===== config.mk =====
export PLATFORM = sky130hd
export DESIGN_NAME = glenn_uart_rx
export DESIGN_NICKNAME = d
export VERILOG_FILES = /design/src/rtl/glenn_uart_rx.sv
export SDC_FILE = /design/constraint.sdc
export NUM_CORES = 1
export LEC_CHECK = 0
export ABC_CLOCK_PERIOD_IN_PS = 1900
export CAP_MARGIN = 15
export CORE_MARGIN = 10
export CORE_UTILIZATION = 40
export CTS_BUF_LIST = sky130_fd_sc_hd__clkbuf_2 sky130_fd_sc_hd__clkbuf_4 sky130_fd_sc_hd__clkbuf_8
export CTS_CLUSTER_SIZE = 12
export DETAILED_ROUTE_END_ITERATION = 8
export GPL_TIMING_DRIVEN = 0
export HOLD_SLACK_MARGIN = 0.12
export MAX_ROUTING_LAYER = met4
export SKIP_LAST_GASP = 1
export SLEW_MARGIN = 20
export SYNTH_ARGS = -nofsm -noshare
export SYNTH_HDL_FRONTEND = slang
export SYNTH_SLANG_ARGS = --single-unit
export TNS_END_PERCENT = 10

===== constraint.sdc =====
create_clock -name in_UART_Clock -period 1.9 [get_ports in_UART_Clock]
set_clock_uncertainty 0.15 [all_clocks]
set_input_delay 0.285 -clock in_UART_Clock [delete_from_list [all_inputs] [get_ports in_UART_Clock]]
set_output_delay 0.285 -clock in_UART_Clock [all_outputs]
set_load 0.05 [all_outputs]

===== src/rtl/glenn_uart_rx.sv =====
// glenn_uart_rx: 8N1 UART receiver (optional even parity via UART_RX_PARITY_EN)
// Ports: in_UART_Clock, in_RST (sync, active-high), in_Rx_Serial;
//   out_Rx_8bitData, out_Rx_Done, out_Rx_Active, out_Rx_Frame_Error,
//   out_Rx_Parity_Error, out_Rx_Frame_Count
module glenn_uart_rx #(
  parameter int CLKS_PER_BIT = 1
) (
  input  logic       in_UART_Clock,
  input  logic       in_RST,
  input  logic       in_Rx_Serial,
  output logic [7:0] out_Rx_8bitData,
  output logic       out_Rx_Done,
  output logic       out_Rx_Active,
  output logic       out_Rx_Frame_Error,
  output logic       out_Rx_Parity_Error,
  output logic [7:0] out_Rx_Frame_Count
);

  localparam logic [7:0] HALF = 8'((CLKS_PER_BIT - 1) / 2);
  localparam logic [7:0] LAST = 8'(CLKS_PER_BIT - 1);

  typedef enum logic [2:0] {
    S_IDLE      = 3'd0,
    S_START     = 3'd1,
    S_DATA      = 3'd2,
`ifdef UART_RX_PARITY_EN
    S_PARITY    = 3'd3,
`endif
    S_STOP      = 3'd4,
    S_WAIT_HIGH = 3'd5
  } state_t;

  logic       rx_m;
  logic       rx_s;
  state_t     state_q, state_d;
  logic [7:0] cnt_q, cnt_d;
  logic [2:0] idx_q, idx_d;
  logic [7:0] sr_q, sr_d;
  logic [7:0] data_q, data_d;
  logic       done_q, done_d;
  logic       ferr_q, ferr_d;
  logic [7:0] fcnt_q, fcnt_d;
  logic       bit_end;
`ifdef UART_RX_PARITY_EN
  logic       pbad_q, pbad_d;
  logic       perr_q, perr_d;
`endif

  // cnt counts cycles since the previous sample point
  assign bit_end = (cnt_q == LAST);

  always_comb begin
    state_d = state_q;
    cnt_d   = cnt_q;
    idx_d   = idx_q;
    sr_d    = sr_q;
    data_d  = data_q;
    done_d  = 1'b0;
    ferr_d  = 1'b0;
    fcnt_d  = fcnt_q;
`ifdef UART_RX_PARITY_EN
    pbad_d  = pbad_q;
    perr_d  = 1'b0;
`endif
    unique case (state_q)
      S_IDLE: begin
        if (!rx_s) begin
          idx_d = 3'd0;
          // HALF==0: the start sample is t0 itself
          if (HALF == 8'd0) begin
            state_d = S_DATA;
            cnt_d   = 8'd0;
          end else begin
            state_d = S_START;
            cnt_d   = 8'd1;
          end
        end
      end
      S_START: begin
        if (cnt_q == HALF) begin
          cnt_d = 8'd0;
          if (rx_s) state_d = S_IDLE;
          else      state_d = S_DATA;
        end else begin
          cnt_d = cnt_q + 8'd1;
        end
      end
      S_DATA: begin
        if (bit_end) begin
          cnt_d = 8'd0;
          sr_d  = {rx_s, sr_q[7:1]};
          idx_d = idx_q + 3'd1;
          if (idx_q == 3'd7) begin
`ifdef UART_RX_PARITY_EN
            state_d = S_PARITY;
`else
            state_d = S_STOP;
`endif
          end
        end else begin
          cnt_d = cnt_q + 8'd1;
        end
      end
`ifdef UART_RX_PARITY_EN
      S_PARITY: begin
        if (bit_end) begin
          cnt_d   = 8'd0;
          pbad_d  = rx_s ^ (^sr_q);
          state_d = S_STOP;
        end else begin
          cnt_d = cnt_q + 8'd1;
        end
      end
`endif
      S_STOP: begin
        if (bit_end) begin
          cnt_d = 8'd0;
          if (!rx_s) begin
            ferr_d  = 1'b1;
`ifdef UART_RX_PARITY_EN
            perr_d  = pbad_q;
`endif
            state_d = S_WAIT_HIGH;
`ifdef UART_RX_PARITY_EN
          end else if (pbad_q) begin
            perr_d  = 1'b1;
            state_d = S_IDLE;
`endif
          end else begin
            done_d  = 1'b1;
            data_d  = sr_q;
            fcnt_d  = fcnt_q + 8'd1;
            state_d = S_IDLE;
          end
        end else begin
          cnt_d = cnt_q + 8'd1;
        end
      end
      // a held-low line (break) must not look like a new start bit
      S_WAIT_HIGH: begin
        if (rx_s) state_d = S_IDLE;
      end
      default: state_d = S_IDLE;
    endcase
  end

  always_ff @(posedge in_UART_Clock) begin
    if (in_RST) begin
      rx_m    <= 1'b1;
      rx_s    <= 1'b1;
      state_q <= S_IDLE;
      cnt_q   <= 8'd0;
      idx_q   <= 3'd0;
      sr_q    <= 8'd0;
      data_q  <= 8'd0;
      done_q  <= 1'b0;
      ferr_q  <= 1'b0;
      fcnt_q  <= 8'd0;
`ifdef UART_RX_PARITY_EN
      pbad_q  <= 1'b0;
      perr_q  <= 1'b0;
`endif
    end else begin
      rx_m    <= in_Rx_Serial;
      rx_s    <= rx_m;
      state_q <= state_d;
      cnt_q   <= cnt_d;
      idx_q   <= idx_d;
      sr_q    <= sr_d;
      data_q  <= data_d;
      done_q  <= done_d;
      ferr_q  <= ferr_d;
      fcnt_q  <= fcnt_d;
`ifdef UART_RX_PARITY_EN
      pbad_q  <= pbad_d;
      perr_q  <= perr_d;
`endif
    end
  end

  assign out_Rx_8bitData    = data_q;
  assign out_Rx_Done        = done_q;
  assign out_Rx_Frame_Error = ferr_q;
  assign out_Rx_Frame_Count = fcnt_q;
  assign out_Rx_Active      = (state_q != S_IDLE) &&
                              (state_q != S_WAIT_HIGH);
`ifdef UART_RX_PARITY_EN
  assign out_Rx_Parity_Error = perr_q;
`else
  assign out_Rx_Parity_Error = 1'b0;
`endif

endmodule


==> flow_metrics.tcl <==
set metrics [dict create \
    synth.largest_area_cell "dfxtp_1" \
    min_period_over_period_pct 103.3 \
    fin_nets 249 \
    dr.pass1.iters 4 \
    clkLatencyLatePin_ns 0.29 \
    grt_use_total_pct 10.67 \
    slowest_stage "clkdlybuf4s50_1" \
    ys_top_cells_by_count "dfxtp_1, nand2_1, a21oi_1" \
    synth-edff-count 0 \
    endpoint "out_Rx_Frame_Count[4]" \
    port_buffers 21 \
    fmax_mhz 509.4 \
    cp.depth 1 \
    ctsLongestPathBuffers 2 \
    start_kind "flop" \
    yosys_most_used_dff "dfxtp_1" \
    htree_levels 2 \
    yosysWarnings 0 \
    area_delta_synth_final_pct 20.78 \
    cts_buffers 5 \
    worstPathCellList "clkdlybuf4s50_1" \
    setup_viol_count_final 6 \
    clkTransAtPathRegs_ns 0.09 \
    cts_tree "done" \
    crit_required_ns 1.46 \
    r2r_slack_ns 0.08 \
    grt_pass1_vias 1448 \
    ys_seq_area_share_pct 43.50 \
    dieArea_um2 8014 \
    max_slew_margin_pct 65.40 \
    die_h_um 89.52 \
    ys_types 43 \
    hold_path.class "reg -> reg" \
    r2r-end "sr_q[7]" \
    crit_start "out_Rx_Frame_Count[4]" \
    power_density_nw_per_um2 687.3 \
    setup_slack_ns -0.06302 \
    crit_type "reg -> out" \
    grt_overflow 0 \
    post_drt_wl_per_cell_um 13.21 \
    fp.dieW_um 89.52 \
    ios 23 \
    total_power_mw 1.605 \
    violations "negative setup slack" \
    drive_gt1_share_pct 15.29 \
    min_period_ns 1.963 \
    initial_core_util_pct 41.20 \
    rsz0062_at_grt "yes" \
    postCtsHoldBufs 0 \
    cp_top_family "buffers and inverters" \
    worstMarginPinSlew_ns 0.5190 \
    vias_per_cell 5.260 \
    fill_cells 456 \
    multi_input_area_um2 1002 \
    r2r_cells 8 \
    arrival_ns 1.53 \
    avgSynthCellArea_um2 9.118 \
    place_ws_ns -0.2170 \
    p_leak_nw 0.9408 \
    routed_wl_um 3910 \
    endpoint_kind "output pin" \
    ir_worst_vdd_uv 579.0 \
    yosysMostFrequentCell "dfxtp_1" \
    coreArea_um2 4692 \
    synth_nets 220 \
    diodes 0 \
    synthesis.area_um2 1933 \
    antenna_found_initial 0 \
    final_max_slew_viol_count 0 \
    place.gp.congestion 0.7265 \
    grt_max_degree 16 \
    antenna_left 0 \
    hpwl_um 2863 \
    r2r-start "cnt_q[1]" \
    synth_seq_cells 42 \
    drc 0 \
    cp_max_fo 6 \
    ys_top_cells_by_area "dfxtp_1, mux2i_1, nand2_1, a21oi_1, nor2_1" \
    drv_cap 0 \
    seqCellArea_um2 842.1 \
    root_buffer "clkbuf_8" \
    drt_iter0_drc 58 \
    clkSinkCount 42 \
    finalHoldViolCount 0 \
    grt_pass1_wl_um 6658 \
    vias 1557 \
    worst-path-buf-inv 1 \
    outcome "complete, but fails checks" \
    async_flop_share_pct 0 \
    critPathMaxStageDelay_ns 0.83 \
    num_rows 25 \
    synth_top_cell_area_share_pct 43.50 \
    synthCells 212 \
]
==> worst min path at each step <==
stage,endpoint,from,cells past startpoint,slack (ns)
after floorplan,rx_m,in_Rx_Serial,1,0.24
after global placement,rx_s,rx_m,1,0.25
after detailed placement,rx_s,rx_m,1,0.25
after CTS,rx_s,rx_m,1,0.27
after global routing,rx_s,rx_m,1,0.29
final,rx_s,rx_m,1,0.27
==> what timing repair did <==
item                                    CTS  global route
endpoints found under the setup margin   36            54
hold endpoints to repair                  0             0
gates resized for setup                   3            13
buffers inserted                          1             0
==> per-layer routing <==
layer | share of wire (%) | wire (um) | global-route usage, % | vias to the layer above
met2 | 46 | 1801 | 17.03 | 23
met1 | 50 | 1948 | 13.29 | 730
li1 | - | - | - | 802
met4 | 0.90 | 35 | 2.601 | 0
met3 | 3.2 | 124 | 2.461 | 2
met5 | 0 | 0 | - | -
==> through the flow <==
stage	hold WS (ns)	instance area, um^2	TNS (ns)	util [%]	cells
2_1_floorplan	0.2388	1933	0	-	212
3_3_place_gp	0.2457	2211	-4.634	47.12	287
3_5_place_dp	0.2483	2211	-5.813	47.12	287
4_1_cts	0.2699	2312	-1.089	49.28	296
5_1_grt	0.2853	2335	-1.545	49.76	296
6_report	0.2681	2335	-0.2094	49.76	296
==> cell families (layout without fill, tap and decap cells) <==
| kind of cell | count (synthesis) | count (layout) | share of synthesized area (%) |
|---|---|---|---|
| AOI/OAI and AO/OA | 42 | 42 | 14.30 |
| xor gates and xnor gates | 5 | 5 | 2.265 |
| adders and majority gates | 5 | 5 | 3.236 |
| buffers and inverters | 21 | 51 | 5.502 |
| DFF | 42 | 42 | 43.50 |
| muxes | 14 | 14 | 7.314 |
| other | 1 | 1 | 0.1940 |
| and+or+nand+nor | 82 | 82 | 23.69 |
==> power by group <==
part | internal [mW] | total (mW) | switching [mW]
clock | 0.263 | 0.598 | 0.335
combinational | 0.0429 | 0.113 | 0.0706
sequential | 0.887 | 0.893 | 0.00584
==> cells in the final DEF, fill, tap and decap left out, types with 2 or more instances in the layout <==
cell type and count:
clkbuf_1 4, clkinvlp_4 2, clkbuf_4 3, o21a_1 3, mux2i_1 13, o21ai_0 7
ha_1 5, nand2_1 26, a21oi_1 18, buf_4 4, buf_2 4, nand3_1 10
nor2_1 16, dfxtp_1 41, or3_1 5, inv_1 7, clkdlybuf4s50_1 19, and3_1 2
clkbuf_8 6, and4_2 2, nand4_1 6, xor2_1 5, a41oi_1 4, or2_2 2
and2_1 2, a21o_1 2
==> sequential cells by signal (all words and copies together) (netlist names) <==
register and flops:
idx_q 3, out_Rx_Done 1, out_Rx_Frame_Error 1, rx_m 1
cnt_q 8, rx_s 1, state_q 3, out_Rx_Frame_Count 8
sr_q 8, out_Rx_8bitData 8
==> area by class of cell <==
cell class / count / share of cell area [%]
Tap cell: 54 / 2.894
Inverter: 7 / 1.125
Timing Repair Buffer: 22 / 9.218
Sequential cell: 42 / 36.07
Buffer: 14 / 3.805
Clock buffer: 5 / 2.947
Clock inverter: 3 / 1.018
Multi-Input combinational cell: 149 / 42.93
No activity file was read; power rests on OpenSTA's default activity.
